===== src/rtl/alu_ctrl_pkg.sv =====
// Shared ALUOp encodings, ALU control codes and the occupancy-counter sizing helper.
// Latency: n/a (constants and types only).
// Backpressure: n/a.
package alu_ctrl_pkg;

    // ALUOp values driven by the main control unit
    localparam logic [1:0] ALUOP_RTYPE = 2'b00;
    localparam logic [1:0] ALUOP_SUB   = 2'b01;
    localparam logic [1:0] ALUOP_ADD   = 2'b10;

    // Native width of the ALU control code (largest code is 18)
    localparam int ALU_CODE_W = 5;
    typedef logic [ALU_CODE_W-1:0] alu_code_t;

    localparam alu_code_t ALU_ADD  = 5'd0;
    localparam alu_code_t ALU_SUB  = 5'd1;
    localparam alu_code_t ALU_MUL  = 5'd6;
    localparam alu_code_t ALU_DIV  = 5'd7;
    localparam alu_code_t ALU_RSVD = 5'd14;

    // Occupancy counter width: enough bits for the longest latency, never below one
    function automatic int occ_cnt_w(input int mul_lat, input int div_lat);
        int m;
        m = (mul_lat > div_lat) ? mul_lat : div_lat;
        return ($clog2(m) < 1) ? 1 : $clog2(m);
    endfunction

endpackage


===== src/rtl/alu_ctrl_decode.sv =====
// Maps {alu_op, opcode} to an ALU control code, an illegal flag and the occupancy reload value.
// Latency: purely combinational.
// Backpressure: none; the caller decides when the result is consumed.
module alu_ctrl_decode
    import alu_ctrl_pkg::*;
#(
    parameter int OPC_W   = 6,
    parameter int CNT_W   = 7,
    parameter int MUL_LAT = 3,
    parameter int DIV_LAT = 8,
    parameter int LAT_W   = 3
) (
    input  logic [1:0]       alu_op,
    input  logic [OPC_W-1:0] opcode,
    output logic [CNT_W-1:0] code,
    output logic             illegal,
    output logic [LAT_W-1:0] lat
);

    alu_code_t raw;

    // Function-field decode; code 14 is skipped so opcodes 16..19 land on 15..18
    always_comb begin
        raw     = ALU_ADD;
        illegal = 1'b0;
        lat     = '0;
        case (alu_op)
            ALUOP_ADD: raw = ALU_ADD;
            ALUOP_SUB: raw = ALU_SUB;
            ALUOP_RTYPE: begin
                if (opcode >= OPC_W'(2) && opcode <= OPC_W'(15)) begin
                    raw = alu_code_t'(opcode - OPC_W'(2));
                end else if (opcode >= OPC_W'(16) && opcode <= OPC_W'(19)) begin
                    raw = alu_code_t'(opcode - OPC_W'(1));
                end else begin
                    illegal = 1'b1;
                end
            end
            default: illegal = 1'b1;
        endcase
        // Reload value is occupancy minus the issue cycle itself; zero means single-cycle
        if (!illegal && raw == ALU_MUL) begin
            lat = LAT_W'(MUL_LAT - 1);
        end else if (!illegal && raw == ALU_DIV) begin
            lat = LAT_W'(DIV_LAT - 1);
        end
    end

    assign code = CNT_W'(raw);

endmodule


===== src/rtl/alu_ctrl_issue.sv =====
// Registered ALU control issue stage: decodes requests and blocks issue while MUL/DIV occupy the ALU.
// Latency: 1 cycle from accept to out_valid; 1 request/cycle for single-cycle codes.
// Backpressure: in_ready drops while the ALU is occupied, the output is stalled, or flush is high.
module alu_ctrl_issue
    import alu_ctrl_pkg::*;
#(
    parameter int OPC_W   = 6,
    parameter int CNT_W   = 7,
    parameter int MUL_LAT = 3,
    parameter int DIV_LAT = 8
) (
    input  logic             clk,
    input  logic             rst_n,
    input  logic             in_valid,
    output logic             in_ready,
    input  logic [1:0]       alu_op,
    input  logic [OPC_W-1:0] opcode,
    input  logic             flush,
    output logic             out_valid,
    input  logic             out_ready,
    output logic [CNT_W-1:0] alu_cnt,
    output logic             illegal,
    output logic             busy
);

    localparam int LAT_W = occ_cnt_w(MUL_LAT, DIV_LAT);

    logic [LAT_W-1:0] cnt;
    logic [LAT_W-1:0] dec_lat;
    logic [CNT_W-1:0] dec_code;
    logic             dec_ill;
    logic             accept;

    alu_ctrl_decode #(
        .OPC_W   (OPC_W),
        .CNT_W   (CNT_W),
        .MUL_LAT (MUL_LAT),
        .DIV_LAT (DIV_LAT),
        .LAT_W   (LAT_W)
    ) u_decode (
        .alu_op  (alu_op),
        .opcode  (opcode),
        .code    (dec_code),
        .illegal (dec_ill),
        .lat     (dec_lat)
    );

    // out_ready reaches in_ready combinationally so a draining slot can refill in the same cycle
    assign in_ready = (cnt == '0) && (!out_valid || out_ready) && !flush;
    assign accept   = in_valid && in_ready;
    assign busy     = (cnt != '0);

    // Output register and occupancy counter; flush wins over accept, drain and countdown
    always_ff @(posedge clk or negedge rst_n) begin
        if (!rst_n) begin
            out_valid <= 1'b0;
            alu_cnt   <= '0;
            illegal   <= 1'b0;
            cnt       <= '0;
        end else if (flush) begin
            out_valid <= 1'b0;
            illegal   <= 1'b0;
            cnt       <= '0;
        end else if (accept) begin
            // accept implies cnt==0, so no countdown competes with the reload
            out_valid <= 1'b1;
            alu_cnt   <= dec_code;
            illegal   <= dec_ill;
            cnt       <= dec_lat;
        end else begin
            if (out_ready) begin
                out_valid <= 1'b0;
            end
            if (cnt != '0) begin
                cnt <= cnt - LAT_W'(1);
            end
        end
    end

endmodule


===== config.mk =====
export PLATFORM = sky130hd
export DESIGN_NAME = alu_ctrl_issue
export DESIGN_NICKNAME = d
export VERILOG_FILES = /design/src/rtl/alu_ctrl_pkg.sv /design/src/rtl/alu_ctrl_decode.sv /design/src/rtl/alu_ctrl_issue.sv
export SDC_FILE = /design/constraint.sdc
export NUM_CORES = 1
export LEC_CHECK = 0
export ABC_AREA = 1
export BUFFER_PORTS_ARGS = -buffer_cell sky130_fd_sc_hd__buf_4
export CAP_MARGIN = 30
export CORE_MARGIN = 1.5
export CORE_UTILIZATION = 47
export CTS_CLUSTER_DIAMETER = 30
export DETAILED_ROUTE_END_ITERATION = 7
export PLACE_DENSITY = 0.76
export SYNTH_ARGS = -nofsm -noshare
export SYNTH_HDL_FRONTEND = slang
export SYNTH_HIERARCHICAL = 1
export SYNTH_SLANG_ARGS = --single-unit

===== constraint.sdc =====
create_clock -name clk -period 1.3 [get_ports clk]
set_input_delay 0.39 -clock clk [delete_from_list [all_inputs] [get_ports clk]]
set_output_delay 0.39 -clock clk [all_outputs]
set_load 0.01 [all_outputs]

Yosys cells after proc, flatten, opt, wreduce, memory -nomap -nowiden

Cells that the tools add are included.

Add/sub/neg operators: 3
$lt $le $gt $ge: 4
Equal/unequal tests: 4
Muxes and demuxes: 16
Bitwise gates (word level): 1
Reduce and logical (&&, ||, !) cells: 19

Operators by type and width:

| cell                  | count |
|---|---|
| $mux W3               | 5 |
| $eq A5 B3 Y1 const B  | 2 |
| $mux W5               | 2 |
| $pmux W5 S2           | 1 |
| $reduce_bool A3 Y1    | 3 |
| $logic_and A1 B1 Y1   | 7 |
| $mux W1               | 7 |
| $ge A6 B2 Y1 const B  | 1 |
| $ge A6 B5 Y1 const B  | 1 |
| $le A6 B4 Y1 const B  | 1 |
| $le A6 B5 Y1 const B  | 1 |
| $sub A5 B1 Y5 const B | 1 |
| $sub A5 B2 Y5 const B | 1 |
| $logic_not A1 Y1      | 3 |
| $logic_not A3 Y1      | 1 |
| $sub A3 B1 Y3 const B | 1 |
| $eq A2 B1 Y1 const B  | 1 |
| $eq A2 B2 Y1 const B  | 1 |
| $logic_not A2 Y1      | 1 |
| $pmux W1 S2           | 1 |
| $reduce_and A2 Y1     | 1 |
| $reduce_bool A2 Y1    | 1 |
| $reduce_or A2 Y1      | 1 |
| $logic_or A1 B1 Y1    | 1 |
| $not A1 Y1            | 1 |

Bits in registers: 10
Input bits: 13
Output and inout bits: 11
Word-level logic and storage cells: 51

Logic depth before layout (Yosys ltp)

Gate-level depths: netlist of the first run.

Depth in word-level cells: 11
Depth in mapped cells: 15

Hierarchy

Netlist of the first run, hierarchy kept.

By module, submodules not included:

| module          | times used | cells each | area an instance (um^2) |
|---|---|---|---|
| alu_ctrl_issue  | 1          | 73         | 631.9 |
| alu_ctrl_decode | 1          | 65         | 355.3 |

Least setup slack after synthesis of the first run

No wires, ideal clock.

Path kind: input port to flip-flop
Start: in opcode[0]
End: reg cnt[2]
Arrival time: 1.521 ns
Required time: 1.184 ns
Setup slack: -0.337 ns
Cell stages on the path: 13
Path buffers: 1
Path through: inv_1 ha_1 nor2_1 nand2_2 nand2_2 nand2_1 a31oi_1 nor2_2 buf_4 nand4_1 nand2_1 nand2_1 nand2_1

Cells in the longest elaborated chain, start to end: 11

Ends and longest elaborated chain:

| element                                          | line                                         | RTL |
|---|---|---|
| start, declared                                  | alu_ctrl_issue.sv:17                         | `input logic [OPC_W-1:0] opcode,` |
| $ge A6 B5 Y1 or $le A6 B5 Y1 (tied branches)     | alu_ctrl_decode.sv:33                        | `end else if (opcode >= OPC_W'(16) && opcode <= OPC_W'(19)) begin` |
| $logic_and A1 B1 Y1                              | alu_ctrl_decode.sv:33                        |  |
| $mux W5 or $mux W1 (tied branches)               | alu_ctrl_decode.sv:33                        |  |
| $mux W5 or $mux W1 (tied branches)               | alu_ctrl_decode.sv:31                        | `if (opcode >= OPC_W'(2) && opcode <= OPC_W'(15)) begin` |
| $pmux W5 S2 or $pmux W1 S2 (tied branches)       | alu_ctrl_decode.sv:27                        | `case (alu_op)` |
| $eq A5 B3 Y1 or $logic_not A1 Y1 (tied branches) | alu_ctrl_decode.sv:44, alu_ctrl_decode.sv:42 |  |
| $logic_and A1 B1 Y1                              | alu_ctrl_decode.sv:44                        | `end else if (!illegal && raw == ALU_DIV) begin` |
| $mux W3                                          | alu_ctrl_decode.sv:44                        |  |
| $mux W3 (*)                                      | alu_ctrl_decode.sv:42                        | `if (!illegal && raw == ALU_MUL) begin` |
| named net dec_lat[2]                             | alu_ctrl_issue.sv:29                         | `logic [LAT_W-1:0] dec_lat;` |
| $mux W3 (*)                                      | alu_ctrl_issue.sv:64                         | `end else if (accept) begin` |
| $mux W3 (*)                                      | alu_ctrl_issue.sv:60                         | `end else if (flush) begin` |
| end signal, assigned                             | alu_ctrl_issue.sv:69                         | `cnt <= dec_lat;` |
| end signal, assigned                             | alu_ctrl_issue.sv:75                         | `cnt <= cnt - LAT_W'(1);` |
| end, declared                                    | alu_ctrl_issue.sv:28                         | `logic [LAT_W-1:0] cnt;` |

The timed path passes the listed nets; every way through them passes the cells marked *.
A chain may end at the register's enable or synchronous reset.

Worst setup path after layout of the first run

Start: reg cnt[0]
End: out in_ready

Cells in the longest elaborated chain, start to end: 3

Ends and longest elaborated chain:

| element                           | line                 | RTL |
|---|---|---|
| $logic_not A3 Y1                  | alu_ctrl_issue.sv:49 | `assign in_ready = (cnt == '0) && (!out_valid \|\| out_ready) && !flush;` |
| $logic_and A1 B1 Y1 (2 in series) | alu_ctrl_issue.sv:49 |  |
| end, declared                     | alu_ctrl_issue.sv:15 | `output logic in_ready,` |

No other way between the ends.

==> results.py, run 1 <==
metrics = {
    "logic_synthesis": {
        "synth_edf_count": 0,
        "ys_seq_area_share_pct": 30.4,
        "synth_seq_cells": 12,
        "yosys_warnings": 6,
        "syn_inst": 138,
        "syn-cell-area_sq_um": 987,
        "synth.avg_cell_area_sq_um": 7.15,
        "async_flop_share_pct": 100,
        "yosysUniqueCellTypes": 21,
        "synth-main-ff-cell": "dfrtp_1",
    },
    "timing": {
        "final_max_slew_viol_count": 0,
        "hold_viol_final": 0,
        "rsz0062_at_grt": "true",
        "fin_hold_ws_ps": 420,
        "fin_skew_ps": 16.3,
        "finalSetupViolations": 14,
        "fin_crit_sh_pct": 134,
        "fmax_mhz": 573,
        "finalCriticalPeriod_ps": 1750,
        "finalWorstSetupSlack_ps": -445,
    },
    "critical_path": {
        "critPathSlowestCell": "dfrtp_1",
        "cpPeakStageDelay_ps": 390,
        "worst_path_most_repeated_cell": "ha_4",
        "worst-setup-path-type": "reg -> out",
        "crit_family": "flip-flops",
        "path_cells": "inv_2, ha_4, ha_4, nand2_4, a21oi_4, buf_6",
        "startpoint_type": "flip-flop",
        "crit_arrival_ps": 1360,
        "cp_num_buf_inv": 2,
        "critPathRequiredTime_ps": 910,
        "crit_path_end_kind": "output pin",
        "critical_path.max_fanout": 2,
    },
    "routing": {
        "drc_errors": 0,
        "antenna_left": 0,
        "num_vias": 1070,
        "drtPass1Iterations": 4,
        "detail_route.iter0.violations": 17,
        "wl_per_cell_um": 12.5,
        "via_per_inst": 4.89,
        "wl_um": 2740,
    },
    "die": {
        "core.rowCount": 16,
        "initial_core_util_pct": 50.3,
        "io_pins": 24,
        "fp.dieArea_sq_um": 2380,
        "core-area_sq_um": 1960,
        "die_h_um": 48.8,
        "die_w_um": 48.8,
    },
    "run_status": {
        "status": "complete, but fails checks",
        "violations": "negative setup slack",
    },
    "power_and_ir_drop": {
        "pwr-share-seq_pct": 24.5,
        "p_leak_nw": 0.875,
        "power_density_nw_per_um2": 1410,
        "peakVddDrop_uv": 1240,
        "p_total_w": 0.00234,
        "switching_power_w": 0.000886,
        "p_comb_share_pct": 61.8,
        "internal_power_w": 0.00145,
        "switching_share_pct": 37.9,
        "clock_power_share_pct": 13.7,
    },
    "clocking": {
        "clock-sinks": 12,
        "clkLatencyLatePin_ps": 290,
        "cts.path.max_buffers": 2,
        "h-tree-depth": 1,
        "cts_inserted_buffers": 3,
        "cts_root_buf": "clkbuf_4",
        "path_clk_slew_ps": 100,
        "cts_tree": "yes",
    },
    "layout": {
        "antennaDiodeCount": 0,
        "stdcell_count": 219,
        "area_delta_synth_final_pct": 68.4,
        "final_cell_mix": "42 x buf_4, 35 x nand2_1, 22 x inv_1",
        "layout_commonest_cell": "buf_4",
        "drive_above_1_share_pct": 52.1,
        "fin_nets": 214,
    },
    "flow_run": {
        "cap_violations": 0,
    },
    "grt": {
        "antenna_found_initial": 0,
        "grt_overflow": 0,
        "grt_max_degree": 13,
        "grt_pass1_wl_um": 4350,
        "grt_pass1_vias": 1037,
        "track_usage_pct": 23.3,
    },
    "worst_hold_path": {
        "hold_class": "in -> reg",
    },
    "placed_design": {
        "dp.cells": 203,
        "io_buffers": 23,
        "dp_hpwl_um": 1710,
        "globalplace.congestion": 0.793,
    },
}
==> kinds of logic after synthesis <==
| kind of cell | Yosys count | synth area share (%) |
|---|---|---|
| AO/OA/AOI/OAI | 14 | 10.6 |
| adder cells (fa/ha/maj) | 8 | 10.1 |
| buffers and inverters | 35 | 15.2 |
| flip-flops | 12 | 30.4 |
| other | 1 | 0.380 |
| AND/OR/NAND/NOR | 68 | 33.2 |
==> worst paths after layout <==
path | start | end | slack [ps] | cells after the start
max | cnt[0] | in_ready | -450 | 6
min | in_valid | illegal | 420 | 3
max reg2reg | cnt[0] | alu_cnt[3] | -430 | 10
min reg2reg | alu_cnt[2] | alu_cnt[2] | 490 | 2
max in group asynchronous | rst_n | alu_cnt[3] | 670 | 2
min in group asynchronous | rst_n | alu_cnt[0] | 460 | 2
==> synth_stat cells, types with 2 or more instances <==
cell     count  area, sq um
ha_1         8          100
nand3_1      6         30.0
a21oi_2      2         17.5
buf_4        3         22.5
nand4_1      4         25.0
dfrtp_1     12          300
o21ai_2      7         61.3
inv_2        2         7.51
nand2_2      3         18.8
nand2_1     40          150
nor2_2       3         18.8
nor2_1       7         26.3
nor2_4       3         33.8
o21ai_0      3         15.0
inv_1       29          109
==> per-layer routing <==
layer  track usage, %  share of wire [%]  vias up
met2             43.4                 54       40
met5                0                  0        -
li1                 -                  -      524
met1             27.3                 38      499
met4             4.29                2.7        0
met3             5.21                5.5        7
==> registers in the layout, indices dropped and copies added, names as in the netlist <==
| register | flops |
|---|---|
| out_valid | 1 |
| illegal | 1 |
| cnt | 3 |
| alu_cnt | 7 |
==> stage by stage <==
stage / setup TNS, ps / util [%] / cell area, sq um / setup slack, ps
2_1_floorplan: -1100 / - / 1110 / -227
3_3_place_gp: -2620 / 73.1 / 1430 / -384
3_5_place_dp: -2970 / 73.1 / 1430 / -411
4_1_cts: -4650 / 82.2 / 1610 / -413
5_1_grt: -5810 / 84.8 / 1660 / -491
6_report: -5020 / 84.8 / 1660 / -445
==> timing repair <==
item,CTS,global route
endpoints found under the setup margin,14,14
buffers inserted,9,3
pin swaps,2,2
hold buffers,1,0
hold endpoints to repair,12,0
gates cloned,1,0
gates resized for setup,10,10
==> final cells by class <==
| class | count | area [sq um] |
|---|---|---|
| timing repair buffer | 53 | 468 |
| inverter | 31 | 141 |
| sequential | 12 | 300 |
| fill | 107 | 299 |
| multi-input combinational | 92 | 683 |
| tap | 27 | 33.8 |
| clock buffer | 4 | 36.3 |
==> worst register-to-register path: stages, from the launching register on <==
cell	delay (ps)
dfrtp_1	390
inv_2	90
ha_4	150
ha_4	150
buf_6	100
inv_4	30
buf_6	110
nor2_4	110
nand3_4	130
bufbuf_16	310
o21ai_2	110
==> power by group through the flow <==
| stage | Clock, W | Sequential, W | Combinational, W |
|---|---|---|---|
| after floorplan | 0 | 0.000579 | 0.000580 |
| after global placement | 0 | 0.000546 | 0.000997 |
| after detailed placement | 0 | 0.000554 | 0.00103 |
| after CTS | 0.000315 | 0.000555 | 0.00131 |
| after global routing | 0.000336 | 0.000588 | 0.00155 |
| final | 0.000321 | 0.000571 | 0.00144 |
(Power assumes the default switching activity.)
==> run 2: changes to the inputs <==
- CORE_UTILIZATION: 47 -> 52
- PLACE_DENSITY: 0.76 -> 0.8
- clock period: 1.3 -> 1.65 ns (I/O delays scaled with it)
==> results.py, run 2 (same netlist as run 1, synthesis figures left out) <==
metrics = {
    "layout": {
        "fin_util_pct": 88.2,
        "final_cell_mix": "41 x buf_4, 33 x nand2_1, 25 x inv_1",
        "largest_register": "alu_cnt",
        "reg_top3": "alu_cnt (7), cnt (3)",
        "fillCellCount": 83,
        "layout_commonest_cell": "buf_4",
        "drive_above_1_share_pct": 49.2,
        "stdcell_count": 210,
        "fin_nets": 207,
        "area_delta_synth_final_pct": 55.9,
        "antennaDiodeCount": 0,
        "largest_reg_flops": 7,
    },
    "critical_path": {
        "critPathRequiredTime_ps": 1150,
        "path_cells": "inv_2, ha_4, ha_4, nand2_4, a21oi_4, buf_6",
        "worst_path_most_repeated_cell": "ha_4",
        "critPathSlowestCell": "dfrtp_1",
        "startpoint_type": "flip-flop",
        "worst-setup-path-type": "reg -> out",
        "crit_arrival_ps": 1400,
        "cpPeakStageDelay_ps": 410,
        "rrSetupSlack_ps": -130,
        "crit_path_end_kind": "output pin",
        "r2r-start": "cnt[0]",
        "crit_path_start": "cnt[0]",
        "critical_path.max_fanout": 2,
    },
    "routing": {
        "wl_um": 3010,
        "detail_route.iter0.violations": 31,
        "drc_errors": 0,
        "num_vias": 1080,
        "wl_per_cell_um": 14.3,
        "drtPass1Iterations": 4,
        "antenna_left": 0,
        "via_per_inst": 5.14,
    },
    "grt": {
        "grt_pass1_vias": 908,
        "grtUsageMet3_pct": 5.88,
        "grt_use_met2_pct": 47.2,
        "track_usage_pct": 24.7,
        "groute.layer.met1.usage_pct": 24.8,
        "grt_max_degree": 14,
        "grt_overflow": 0,
        "antenna_found_initial": 0,
        "grt_pass1_wl_um": 3680,
        "top_usage_layer": "met2",
    },
    "timing": {
        "finalSetupViolations": 14,
        "tns_ps": -1540,
        "finalCriticalPeriod_ps": 1890,
        "fmax_mhz": 529,
        "finalWorstSetupSlack_ps": -242,
        "hold_viol_final": 0,
        "fin_crit_sh_pct": 115,
        "fin_skew_ps": 4.60,
        "rsz0062_at_grt": "true",
        "final_max_slew_viol_count": 0,
    },
    "power_and_ir_drop": {
        "power_density_nw_per_um2": 1140,
        "peakVddDrop_uv": 914,
        "p_leak_nw": 0.820,
    },
    "clocking": {
        "h-tree-depth": 1,
        "cts_root_buf": "clkbuf_4",
        "cts.path.max_buffers": 2,
        "path_clk_slew_ps": 80,
        "holdBufCountCts": 0,
        "clock-sinks": 12,
        "cts_inserted_buffers": 3,
        "cts_tree": "yes",
        "clkLatencyLatePin_ps": 280,
    },
    "die": {
        "core-area_sq_um": 1750,
        "io_pins": 24,
        "core.rowCount": 15,
        "die_w_um": 46.6,
        "fp.dieArea_sq_um": 2170,
        "die_h_um": 46.6,
        "initial_core_util_pct": 56.6,
    },
    "placed_design": {
        "dp.cells": 194,
        "globalplace.congestion": 0.805,
        "dp_hpwl_um": 1660,
        "io_buffers": 23,
    },
    "worst_hold_path": {
        "hold_class": "in -> async",
    },
    "run_status": {
        "violations": "negative setup slack",
        "status": "complete, but fails checks",
    },
    "flow_run": {
        "cap_violations": 0,
    },
}
run 2: cell types whose count changed in the layout (fill, tap and decap cells not counted), sizes merged:
| cell | before | now |
|---|---|---|
| clkbuf | 4 | 5 |
| dlygate4sd3 | 1 | 0 |
| bufbuf | 1 | 0 |
| buf | 51 | 45 |
run 2: critical path, delay by kind of cell (launching register included):
family | cells | cell delay [ps]
adders and majority gates | 2 | 290
buffers and inverters | 2 | 220
DFF | 1 | 410
and+or+nand+nor | 1 | 60
AOI/OAI and AO/OA | 1 | 130
run 2: power breakdown:
part	internal, W	switching [W]	total, W	leakage [nW]
Sequential	0.000380	0.0000645	0.000444	0.159
Clock	0.000134	0.000107	0.000241	0.0210
Combinational	0.000555	0.000519	0.00107	0.640
Total	0.00107	0.000690	0.00176	0.820
run 2: routing by layer:
| metal | vias up | share of wire [%] |
|---|---|---|
| met4 | 0 | 3.2 |
| met5 | - | 0 |
| met2 | 45 | 53 |
| li1 | 510 | - |
| met1 | 513 | 39 |
| met3 | 12 | 5.1 |
run 2: final timing paths:
kind	depth (start not counted)	end
hold / removal	1	cnt[0]
setup reg to reg	11	alu_cnt[1]
setup / recovery	6	in_ready
hold reg to reg	2	alu_cnt[5]
max in group asynchronous	1	alu_cnt[1]
min in group clk	2	out_valid
run 2: final cells by class:
type	count	area [sq um]	area share, %
Multi-Input combinational cell	92	658	42.8
Timing Repair Buffer	46	387	25.1
Sequential cell	12	300	19.5
Inverter	31	126	8.21
Clock buffer	4	36.3	2.36
Tap cell	25	31.3	2.03
run 2: through the flow:
| stage | setup slack, ps | hold WS [ps] | power, W | cell area, sq um |
|---|---|---|---|---|
| 2_1_floorplan | 3.71 | 199 | 0.000827 | 1060 |
| 3_5_place_dp | -184 | 342 | 0.00111 | 1310 |
| 5_1_grt | -263 | 36.0 | 0.00185 | 1540 |
| 6_report | -242 | 35.0 | 0.00176 | 1540 |
| 4_1_cts | -169 | 44.1 | 0.00158 | 1470 |
| 3_3_place_gp | -143 | 339 | 0.00107 | 1310 |
run 2: timing repair:
action                     4_1_cts  5_1_grt
pin swaps                        4        2
buffers inserted                 9        2
cloned                           0        1
setup endpoints to repair        3       14
gates resized for setup         13        7
==> run 3: changes to the inputs <==
- HOLD_SLACK_MARGIN: default -> 0.1
==> results.py, run 3 (same netlist as run 1, synthesis figures left out) <==
metrics = {
    "grt": {
        "grt_pass1_wl_um": 4140,
        "antenna_found_initial": 0,
        "grt_max_degree": 14,
        "grt_pass1_vias": 963,
        "track_usage_pct": 28.4,
        "grt_overflow": 0,
    },
    "timing": {
        "fin_skew_ps": 1.46,
        "rsz0062_at_grt": "true",
        "tns_ps": -1630,
        "finalCriticalPeriod_ps": 1910,
        "finalSetupViolations": 14,
        "final_max_slew_viol_count": 0,
        "fin_crit_sh_pct": 116,
        "fmax_mhz": 524,
        "finalWorstSetupSlack_ps": -257,
        "hold_viol_final": 0,
    },
    "layout": {
        "antennaDiodeCount": 0,
        "layout_commonest_cell": "buf_4",
        "largest_register": "alu_cnt",
        "reg_top3": "alu_cnt (7), cnt (3)",
        "largest_reg_flops": 7,
        "drive_above_1_share_pct": 47.6,
        "final_cell_mix": "40 x buf_4, 35 x nand2_1, 25 x inv_1",
        "area_delta_synth_final_pct": 54.2,
        "stdcell_count": 210,
        "fin_nets": 207,
    },
    "power_and_ir_drop": {
        "internal_power_w": 0.00105,
        "peakVddDrop_uv": 1070,
        "switching_power_w": 0.000685,
        "power_density_nw_per_um2": 1140,
        "pwr-share-seq_pct": 25.4,
        "switching_share_pct": 39.4,
        "p_leak_nw": 0.811,
        "p_comb_share_pct": 60.7,
        "clock_power_share_pct": 13.9,
    },
    "critical_path": {
        "r2r-start": "cnt[0]",
        "worstReg2RegEnd": "alu_cnt[1]",
        "crit_path_end_kind": "output pin",
        "crit_path_start": "cnt[0]",
        "rrSetupSlack_ps": -130,
        "critPathRequiredTime_ps": 1150,
        "critical_path.max_fanout": 2,
        "r2r_cells": 11,
        "crit_arrival_ps": 1410,
        "worstSetupEndpoint": "in_ready",
        "worst-setup-path-type": "reg -> out",
        "startpoint_type": "flip-flop",
    },
    "clocking": {
        "path_clk_slew_ps": 80,
        "clkLatencyLatePin_ps": 280,
        "h-tree-depth": 1,
        "clock-sinks": 12,
        "cts.path.max_buffers": 2,
        "cts_root_buf": "clkbuf_4",
        "cts_tree": "yes",
        "cts_inserted_buffers": 3,
    },
    "routing": {
        "drtPass1Iterations": 4,
        "wl_um": 3070,
        "via_per_inst": 5.08,
        "met3WireLength_um": 223,
        "drt-met1-wl_um": 1190,
        "num_vias": 1066,
        "drc_errors": 0,
        "antenna_left": 0,
        "route.met2.wl_um": 1570,
        "wl_per_cell_um": 14.6,
        "detail_route.iter0.violations": 44,
        "top_layer_used": "met4",
    },
    "placed_design": {
        "dp_hpwl_um": 1660,
        "globalplace.congestion": 0.805,
        "dp.cells": 194,
        "io_buffers": 23,
    },
    "die": {
        "core.rowCount": 15,
        "die_h_um": 46.6,
        "io_pins": 24,
        "fp.dieArea_sq_um": 2170,
        "die_w_um": 46.6,
        "core-area_sq_um": 1750,
        "initial_core_util_pct": 56.6,
    },
    "run_status": {
        "status": "complete, but fails checks",
        "violations": "negative setup slack",
    },
    "worst_hold_path": {
        "hold_class": "in -> reg",
        "whs_path_depth": 2,
    },
    "flow_run": {
        "cap_violations": 0,
    },
}
## run 3: cell count changes in the layout (fill, tap and decap cells not counted)
cell	change
nand2_1	+2
dlygate4sd3_1	+1
clkbuf_16	-1
buf_6	+1
nand2_2	-2
buf_4	-1
## run 3: how the worst min path moves through the flow
stage / startpoint / endpoint / slack, ps
final: flush / out_valid / 480
after global routing: flush / out_valid / 500
after CTS: flush / out_valid / 480
after detailed placement: rst_n / cnt[1] / 340
after global placement: rst_n / cnt[0] / 340
after floorplan: rst_n / alu_cnt[0] / 200
## run 3: layer usage
metal  GRT usage (%)  vias up
li1                -      508
met1            27.2      479
met2            51.1       65
met3            8.63       14
met4            18.9        0
met5               0        -
## run 3: critical path, stage by stage (launching register included)
cell	delay [ps]
dfrtp_1	410
inv_2	100
ha_4	150
ha_4	150
nand2_4	50
a21oi_4	140
buf_6	120
## run 3: power by group through the flow
stage / sequential [W] / combinational, W / clock, W
after global placement: 0.000426 / 0.000641 / 0
after detailed placement: 0.000432 / 0.000676 / 0
after floorplan: 0.000453 / 0.000374 / 0
after global routing: 0.000448 / 0.00114 / 0.000253
after CTS: 0.000431 / 0.000917 / 0.000237
final: 0.000441 / 0.00106 / 0.000241
## run 3: timing repair
| action | in CTS | in global routing |
|---|---|---|
| gates cloned | 0 | 0 |
| buffers inserted | 9 | 2 |
| hold buffers | 1 | 0 |
| pin swaps | 4 | 4 |
| resized for setup | 13 | 6 |
| endpoints found under the hold margin | 12 | 0 |
| endpoints found under the setup margin | 3 | 14 |
## run 3: area by class of cell
class | count | area, sq um
repair buffers | 46 | 375
well taps | 25 | 31.3
flip-flops and latches | 12 | 300
fillers | 90 | 223
multi-input cells | 92 | 653
inverters | 31 | 126
clock buffers | 4 | 36.3
## run 3: per-stage QoR
stage | cell area, sq um | utilization, % | total power, W | setup WS, ps | hold slack, ps
after floorplan | 1060 | - | 0.000827 | 3.71 | 199
after global placement | 1310 | 75.1 | 0.00107 | -143 | 339
after detailed placement | 1310 | 75.1 | 0.00111 | -184 | 342
after CTS | 1480 | 85.0 | 0.00159 | -169 | 478
after global routing | 1520 | 87.2 | 0.00184 | -295 | 502
final | 1520 | 87.2 | 0.00174 | -257 | 476
